<file path="src/rtl/ysyx_220053_pipe_ctrl.sv">
// Hazard and pipeline control for the 5-stage core: stage enables/flushes, PC select,
// wrong-path fetch tracking after redirects, and stall/flush performance counters.
module ysyx_220053_pipe_ctrl #(
  parameter int CNT_W = 32
) (
  input  logic             clk,
  input  logic             rst_n,
  input  logic             i_if_busy,
  input  logic             i_id_valid,
  input  logic [4:0]       i_id_rs1,
  input  logic [4:0]       i_id_rs2,
  input  logic             i_id_rs1_used,
  input  logic             i_id_rs2_used,
  input  logic             i_ex_valid,
  input  logic [4:0]       i_ex_rd,
  input  logic             i_ex_wen,
  input  logic             i_ex_MemToReg,
  input  logic             i_ex_busy,
  input  logic             i_ex_redirect,
  input  logic             i_m_busy,
  input  logic             i_trap,
  output logic             o_pc_en,
  output logic [1:0]       o_pc_sel,
  output logic             o_id_en,
  output logic             o_ex_en,
  output logic             o_m_en,
  output logic             o_wb_en,
  output logic             o_id_flush,
  output logic             o_ex_flush,
  output logic             o_m_flush,
  output logic             o_wb_flush,
  output logic             o_redir_pend,
  output logic [CNT_W-1:0] o_stall_cnt,
  output logic [CNT_W-1:0] o_flush_cnt
);

  typedef enum logic {RUN = 1'b0, REDIR = 1'b1} state_t;

  state_t           r_state;
  state_t           w_next;
  logic             w_load_use;
  logic             w_act_redir;
  logic [CNT_W-1:0] r_stall_cnt;
  logic [CNT_W-1:0] r_flush_cnt;

  assign w_load_use = i_ex_valid & i_ex_MemToReg & i_ex_wen & (i_ex_rd != 5'd0) & i_id_valid &
                      ((i_id_rs1_used & (i_id_rs1 == i_ex_rd)) |
                       (i_id_rs2_used & (i_id_rs2 == i_ex_rd)));

  always_comb begin
    o_pc_en      = 1'b1;
    o_pc_sel     = 2'b00;
    o_id_en      = 1'b1;
    o_ex_en      = 1'b1;
    o_m_en       = 1'b1;
    o_wb_en      = 1'b1;
    o_id_flush   = 1'b0;
    o_ex_flush   = 1'b0;
    o_m_flush    = 1'b0;
    o_wb_flush   = 1'b0;
    o_redir_pend = 1'b0;
    w_act_redir  = 1'b0;
    w_next       = r_state;
    if (!rst_n) begin
      o_pc_en    = 1'b0;
      o_id_en    = 1'b0;
      o_ex_en    = 1'b0;
      o_m_en     = 1'b0;
      o_wb_en    = 1'b0;
      o_id_flush = 1'b1;
      o_ex_flush = 1'b1;
      o_m_flush  = 1'b1;
      o_wb_flush = 1'b1;
      w_next     = RUN;
    end else if (r_state == RUN) begin
      if (i_trap) begin
        o_pc_sel    = 2'b10;
        o_id_flush  = 1'b1;
        o_ex_flush  = 1'b1;
        o_m_flush   = 1'b1;
        o_wb_flush  = 1'b1;
        w_act_redir = 1'b1;
      end else if (i_m_busy) begin
        o_pc_en    = 1'b0;
        o_id_en    = 1'b0;
        o_ex_en    = 1'b0;
        o_m_en     = 1'b0;
        o_wb_flush = 1'b1;
      end else if (i_ex_busy) begin
        o_pc_en   = 1'b0;
        o_id_en   = 1'b0;
        o_ex_en   = 1'b0;
        o_m_flush = 1'b1;
      end else if (i_ex_redirect) begin
        o_pc_sel    = 2'b01;
        o_id_flush  = 1'b1;
        o_ex_flush  = 1'b1;
        w_act_redir = 1'b1;
      end else if (w_load_use) begin
        o_pc_en    = 1'b0;
        o_id_en    = 1'b0;
        o_ex_flush = 1'b1;
      end else if (i_if_busy) begin
        o_pc_en    = 1'b0;
        o_id_flush = 1'b1;
      end
      // A redirect issued while a fetch is outstanding makes that fetch wrong-path.
      if (w_act_redir && i_if_busy) w_next = REDIR;
    end else begin
      o_redir_pend = 1'b1;
      o_pc_en      = 1'b0;
      o_id_flush   = 1'b1;
      if (i_trap) begin
        o_pc_en     = 1'b1;
        o_pc_sel    = 2'b10;
        o_ex_flush  = 1'b1;
        o_m_flush   = 1'b1;
        o_wb_flush  = 1'b1;
        w_act_redir = 1'b1;
      end else if (i_m_busy) begin
        o_id_en    = 1'b0;
        o_ex_en    = 1'b0;
        o_m_en     = 1'b0;
        o_wb_flush = 1'b1;
      end else if (i_ex_busy) begin
        o_id_en   = 1'b0;
        o_ex_en   = 1'b0;
        o_m_flush = 1'b1;
      end
      // The wrong-path instruction arrives this cycle and is dropped by id_flush.
      if (!i_if_busy) w_next = RUN;
    end
  end

  always_ff @(posedge clk or negedge rst_n) begin
    if (!rst_n) begin
      r_state     <= RUN;
      r_stall_cnt <= '0;
      r_flush_cnt <= '0;
    end else begin
      r_state <= w_next;
      if (!o_pc_en)    r_stall_cnt <= r_stall_cnt + CNT_W'(1);
      if (w_act_redir) r_flush_cnt <= r_flush_cnt + CNT_W'(1);
    end
  end

  assign o_stall_cnt = r_stall_cnt;
  assign o_flush_cnt = r_flush_cnt;

endmodule

</file>
<file path="config.mk">
export PLATFORM = sky130hd
export DESIGN_NAME = ysyx_220053_pipe_ctrl
export DESIGN_NICKNAME = d
export VERILOG_FILES = /design/src/rtl/ysyx_220053_pipe_ctrl.sv
export SDC_FILE = /design/constraint.sdc
export NUM_CORES = 1
export LEC_CHECK = 0
export BUFFER_PORTS_ARGS = -buffer_cell sky130_fd_sc_hd__buf_4
export CORE_MARGIN = 2
export CORE_UTILIZATION = 51
export DETAILED_ROUTE_END_ITERATION = 10
export GPL_ROUTABILITY_DRIVEN = 0
export GPL_TIMING_DRIVEN = 0
export PLACE_DENSITY = 0.79
export SYNTH_ARGS = -nofsm -noshare
export SYNTH_HDL_FRONTEND = slang
export SYNTH_SLANG_ARGS = --single-unit
export TNS_END_PERCENT = 10
</file>
<file path="constraint.sdc">
create_clock -name clk -period 4.6 [get_ports clk]
set_input_delay 0.69 -clock clk [delete_from_list [all_inputs] [get_ports clk]]
set_output_delay 0.69 -clock clk [all_outputs]
set_load 0.02 [all_outputs]
</file>
-- Word level (Yosys, flattened, before mapping)
Cells that the tools add are included.
- bits in writable memories: 0
- input port bits: 28
- ROM bits: 0
- memories: 0
- bits in latches: 0
- bits in registers: 65
- word-level logic and storage cells: 83
- div/mod/pow operators: 0
- reduce and logical (&&, ||, !) cells: 2
- multiply operators: 0
- mux-type cells: 66
- add/subtract/negate cells: 2
- magnitude comparators: 0
- bitwise logic cells: 8
- shifts and indexed selects: 0
- equal/unequal tests: 2
- operator list (kind ; count):
    32-bit by 1-bit adder with 32-bit output, second input constant ; 2
    1-bit two-way mux ; 62
    5-bit equality test ; 2
    2-bit two-way mux ; 4
    1-bit bitwise AND ; 7
    5-bit nonzero test ; 1
    1-bit logical AND ; 1
    1-bit OR ; 1

-- Depth between registers and ports, before layout
Gate-level depths: netlist (run 1).
- depth after elaboration: 12
- depth in mapped cells: 8
- gate-level depth less buffers: 6

-- Worst setup path after synthesis (run 1)
No wires, ideal clock.
- path kind: input port to output port
- from: in i_id_rs1[4]
- to: out o_id_flush
- stages on the path: 6
- arrival time: 2.005 ns
- buffers on the path: 0
- slack: 1.905 ns
- cells stage by stage: xnor2_1 -> nand4_1 -> o22ai_2 -> nand2_1 -> a21oi_1 -> o311ai_0
- cells in the longest elaborated chain, start to end: 11
- ends and longest elaborated chain (element ; RTL line ; source):
    from (decl) ; 10 ; input logic [4:0] i_id_rs1,
    5-bit equality test ; 47 ; ((i_id_rs1_used & (i_id_rs1 == i_ex_rd)) |
    1-bit bitwise AND ; 47 ;
    1-bit OR ; 47 ;
    1-bit bitwise AND ; 46 ; assign w_load_use = i_ex_valid & i_ex_MemToReg & i_ex_wen & (i_ex_rd != 5'd0) & i_id_valid &
    1-bit two-way mux ; 99 ; end else if (w_load_use) begin
    1-bit two-way mux ; 94 ; end else if (i_ex_redirect) begin
    1-bit two-way mux ; 89 ; end else if (i_ex_busy) begin
    1-bit two-way mux ; 83 ; end else if (i_m_busy) begin
    1-bit two-way mux ; 76 ; if (i_trap) begin
    1-bit two-way mux ; 75 ; end else if (r_state == RUN) begin
    1-bit two-way mux ; 64 ; if (!rst_n) begin
    to (decl) ; 28 ; output logic o_id_flush,
Every way passes these cells.

-- Final worst setup path (run 1)
- from: in rst_n
- to: out o_pc_en
- cells in the longest elaborated chain, start to end: 1
- ends and longest elaborated chain (element ; RTL line ; source):
    from (decl) ; 7 ; input logic rst_n,
    1-bit two-way mux ; 64 ;
    to (decl) ; 22 ; output logic o_pc_en,
Every way passes these cells.

==> results of run 1 <==
sequential cells by signal, indices dropped and copies added, names as in the netlist:
name and cells:
r_state 1, o_stall_cnt 32, o_flush_cnt 32
Yosys cell counts, types with 2 or more instances:
cell and n:
dfrtp_1 65, xnor2_1 39, nand2_1 34, xor2_1 33, nand3_1 21, nor2_1 18, and3_1 12, nand4_1 12
nor3_2 10, nor4_2 10, inv_1 6, nor3_1 6, nand2b_1 4, and4_1 3, clkbuf_1 3, a21o_1 2
and2_1 2, buf_4 2, buf_6 2, ha_1 2, nand4b_1 2, nor2_2 2, nor4_1 2
cells by family (layout without fill, tap and decap cells):
family,after synthesis,count (layout)
AO/OA/AOI/OAI,15,15
XOR/XNOR,72,72
adder cells (fa/ha/maj),2,2
buffers and inverters,14,133
flip-flops,65,65
multiplexers,2,2
AND/OR/NAND/NOR,147,147
where the power goes:
| part | leakage [nW] | internal, mW | switching, mW |
|---|---|---|---|
| sequential | 0.850 | 0.636 | 0.0833 |
| combinational | 1.16 | 0.190 | 0.252 |
| clock | 0.0953 | 0.263 | 0.219 |
| total | 2.11 | 1.09 | 0.554 |
final cells by class:
class	count	area share
inverter	6	0.00500
clock buffer	11	0.0314
tap	77	0.0214
sequential	65	0.361
multi-input combinational	238	0.386
buffer	8	0.0119
clock inverter	5	0.0122
timing repair buffer	103	0.172
path summary, 6_finish.rpt:
check | end | slack [ns] | cells past startpoint
worst max-delay path | o_pc_en | 1.24 | 7
worst min-delay path | o_stall_cnt[25] | 0.44 | 1
worst max register to register | o_stall_cnt[13] | 2.58 | 7
worst min register to register | o_flush_cnt[31] | 0.47 | 1
max in group asynchronous | o_flush_cnt[30] | 3.63 | 1
min in group clk | o_flush_cnt[31] | 0.47 | 1
metrics by stage:
stage          cells   util  setup slack [ns]  power [mW]  area, µm²
3_5_place_dp     497  0.671              1.18        1.17       4310
2_1_floorplan    317      -              1.90       0.977       3440
4_1_cts          513  0.702              1.18        1.65       4510
3_3_place_gp     497  0.671              1.20        1.17       4310
5_1_grt          513  0.702             0.996        1.72       4510
6_report         513  0.702              1.24        1.64       4510
metal layers:
layer / vias to the layer above / share of wire / global-route usage
li1: 1325 / - / -
met3: 9 / 0.052 / 0.0703
met1: 1360 / 0.44 / 0.268
met2: 66 / 0.50 / 0.359
met5: - / 0 / 0
met4: 0 / 0.012 / 0.0750
==> run metrics, run 1 <==
outcome=completed; Reg area=1630 µm²; Post CTS Setup Buffer Count=0; Area Growth Syn to Fin=31.0%; Longest Clk Path Bufs=2; setup TNS=0 ns; Reg2Reg Launch Point=r_state; worst-margin pin slew=0.810 ns; kind of critical path=input pin to output port; die area=7420 µm²; DRC=0; post-synthesis xor/xnor area fraction=0.183; crit path cell chain=buf_4, buf_2, and2_1, nor2_2, a31oi_4, buf_6, buf_4; Bufs and invs on worst path=4; Die H=86.1 µm; Area contributors post-synth=dfrtp_1, xnor2_1, xor2_1; final hold vios=0; worst skew pair latency=0.34 ns; Period Utilization, post-route=0.731; Max FO, Critical Path=67; synth unique cells=48; Cell Area, Synth=3440 µm²; Seq/Total Area, Yosys=0.473; clock sinks=65; Worst setup EP type=output port; Synth top area share=0.473; hold slack final=0.439 ns; number of global-route vias before repair=2711; drt first pass iters=4; HPWL after DPL=5720 µm; compound-gate portion of the synthesized area=0.0404; Worst Hold Class=input pin to async pin; Antenna Violating Nets Remaining=0; Root Driver=clkbuf_8; WL per Instance=14.8 µm; CP max stage cell=buf_4; pwr/cell area=365 nW/µm²; fmax=297 MHz; worst-case clock skew=0.00452 ns; total gr overflow=0; Data required, critical path=3.91 ns; mux contribution to synthesized area=0.00655; endpoints failing setup=0; hold buffer count at CTS=0; area of the multi-input gates=1740 µm²; Post-Syn Nets=347; yosys warns=0; CP startpoint kind=input pin; final net count=461; IO Pins=104; Clock transition at path regs=0.07 ns; # fillers=507; Crit path arrival time=2.67 ns; FP Rows=29; Syn Inst Count=317; largest family of logic cells by synthesized area=simple AND/OR/NAND/NOR gates; core area=6420 µm²; RSZ-0062 raised after global routing=no; Top FF cell, synth=dfrtp_1; syn avg cell area=10.9 µm²; Via-to-Cell Ratio=5.38; PostCTS Resize Cnt=0; Tot GR Track Use=0.217; routed wire length=7600 µm; worst rel slew slack=0.460; initial antenna violation count=0; Pleak=2.11 nW; Tmin final=3.36 ns; Post-synth ARST share=1.00; largest net degree at the start of global routing=68; initial core utilization=0.536; Post-synth EDFFs=0; fin. max-slew vios=0; crit-path most repeated cell=buf_4; layout cells sized above 1=0.362; Max Cap Violations=0; vias after detailed routing=2760; H-tree levels=3; CP startpoint=rst_n; first-pass GRT wire length=12700 µm; simple-gate share of the synthesized area=0.268; initial drt markers=47; Crit path max-delay family=buffers and inverters; port bufs=103; CTS tree=built; #FFs+latches synth=65; Num CTS Buffers=9; antenna diode count=0; post-synth top area cell=dfrtp_1; most frequent cells in the layout=buf_4, dfrtp_1, xnor2_1, nand2_1, xor2_1; commonest non-fill, non-tap cell in the layout=buf_4; Slowest Stage Delay on Critical Path=0.61 ns; Die W=86.1 µm; IR drop worst, VDD=0.346 mV; Adder-Cell Fraction of Synth Area=0.00727
Power figures use the tool's default switching activity.
==> run 2, diff against run 1 <==
CORE_UTILIZATION = 47   (was 51)
PLACE_DENSITY = 0.77   (was 0.79)
clock period = 2.82 ns   (was 4.6 ns; I/O delays follow)
==> run metrics, run 2 (synthesis gave the netlist of run 1 again) <==
outcome=completed; vias after detailed routing=2778; clock sinks=65; Clock transition at path regs=0.07 ns; Longest Clk Path Bufs=2; most frequent cells in the layout=buf_4, dfrtp_1, xnor2_1, nand2_1, xor2_1; CTS tree=built; Pleak=2.11 nW; port bufs=103; first-pass GRT wire length=12500 µm; fmax=381 MHz; drt first pass iters=4; Place WS=-0.0746 ns; FP Rows=31; core area=7180 µm²; Num CTS Buffers=9; RSZ-0062 raised after global routing=no; crit path cell chain=clkbuf_8, buf_2, and2_1, nor2_2, a31oi_4, buf_6, buf_4; die area=8020 µm²; Root Driver=clkbuf_8; setup TNS=0 ns; worst-margin pin slew=0.606 ns; hold buffer count at CTS=0; initial drt markers=68; number of global-route vias before repair=2756; IO Pins=104; Crit path max-delay family=buffers and inverters; worst rel slew slack=0.596; Crit path arrival time=2.20 ns; Antenna Violating Nets Remaining=0; Tmin final=2.63 ns; H-tree levels=3; Die W=89.6 µm; Tot GR Track Use=0.203; Worst setup EP type=output port; final hold vios=0; initial core utilization=0.480; pwr/cell area=584 nW/µm²; IR drop worst, VDD=0.426 mV; # fillers=605; Period Utilization, post-route=0.931; layout cells sized above 1=0.359; initial antenna violation count=0; largest net degree at the start of global routing=68; fin. max-slew vios=0; WL per Instance=14.5 µm; Worst Hold Class=input pin to async pin; Die H=89.6 µm; Max FO, Critical Path=67; Max Cap Violations=0; HPWL after DPL=5690 µm; Via-to-Cell Ratio=5.20; CP max stage cell=clkbuf_8; crit path setup slack, layout=0.194 ns; DRC=0; Data required, critical path=2.40 ns; commonest non-fill, non-tap cell in the layout=buf_4; Bufs and invs on worst path=4; worst skew pair latency=0.34 ns; kind of critical path=input pin to output port; Area Growth Syn to Fin=31.4%; routed wire length=7750 µm; Layout Utilization=0.630; Post CTS Setup Buffer Count=0; total gr overflow=0; CP startpoint kind=input pin; endpoints failing setup=0; final net count=461; worst-case clock skew=0.00729 ns; antenna diode count=0; Slowest Stage Delay on Critical Path=0.42 ns
==> run 2: cell types whose count changed in the layout (fill, tap and decap cells not counted), sizes merged <==
cell / delta
buf: -1
clkinvlp: -2
clkbuf: +1
clkinv: +1
==> run 2: worst register-to-register path, stage by stage, from the launching register on <==
cell and delay [ns]:
dfrtp_1 0.42, and3_1 0.27, nand3_1 0.27, nor2_2 0.27
nor4b_4 0.31, nand3_1 0.15, xnor2_1 0.14
==> run 2: per-layer routing <==
metal	share of wire	wire (µm)	up-vias	track usage
met5	0	0	-	0
li1	-	-	1330	-
met2	0.51	3950	77	0.346
met4	0.015	117	0	0.0719
met1	0.43	3320	1360	0.244
met3	0.046	360	11	0.0563
==> run 2: power by group <==
part           total, mW  switching, mW  leakage [nW]  internal (mW)
registers           1.18          0.138         0.850           1.04
logic              0.728          0.417          1.17          0.311
clock network      0.735          0.335        0.0929          0.399
==> run 2: layout make-up <==
class / instances / area [µm²] / area share
multi-input cells: 238 / 1740 / 0.384
flip-flops and latches: 65 / 1630 / 0.360
repair buffers: 103 / 779 / 0.172
clock buffers: 11 / 131 / 0.0291
well taps: 99 / 124 / 0.0274
plain buffers: 8 / 53.8 / 0.0119
clock inverters: 4 / 45.0 / 0.00996
inverters: 6 / 22.5 / 0.00498
==> run 2: final timing paths <==
check / start / to / depth (start not counted) / slack (ns)
worst max-delay path: rst_n / o_pc_en / 7 / 0.19
worst min-delay path: rst_n / o_stall_cnt[22] / 1 / 0.07
worst max register to register: o_flush_cnt[4] / o_flush_cnt[29] / 6 / 0.87
worst min register to register: o_stall_cnt[31] / o_stall_cnt[31] / 1 / 0.47
max in group asynchronous: rst_n / o_flush_cnt[8] / 1 / 2.37
min in group clk: i_if_busy / r_state / 3 / 0.34
==> run 2: timing repair <==
item	in CTS	in global routing
resized for setup	1	1
pin swaps	0	0
setup endpoints to repair	1	1
cloned	0	0
==> run 2: through the flow <==
| step | hold WS [ns] | power (mW) | cell area, µm² | instances |
|---|---|---|---|---|
| global placement | 0.458 | 1.91 | 4340 | 519 |
| CTS | 0.0864 | 2.67 | 4520 | 534 |
| floorplan | 0.127 | 1.59 | 3440 | 317 |
| global route | 0.0944 | 2.78 | 4520 | 534 |
| detailed placement | 0.465 | 1.93 | 4340 | 519 |
| finish | 0.0677 | 2.64 | 4520 | 534 |
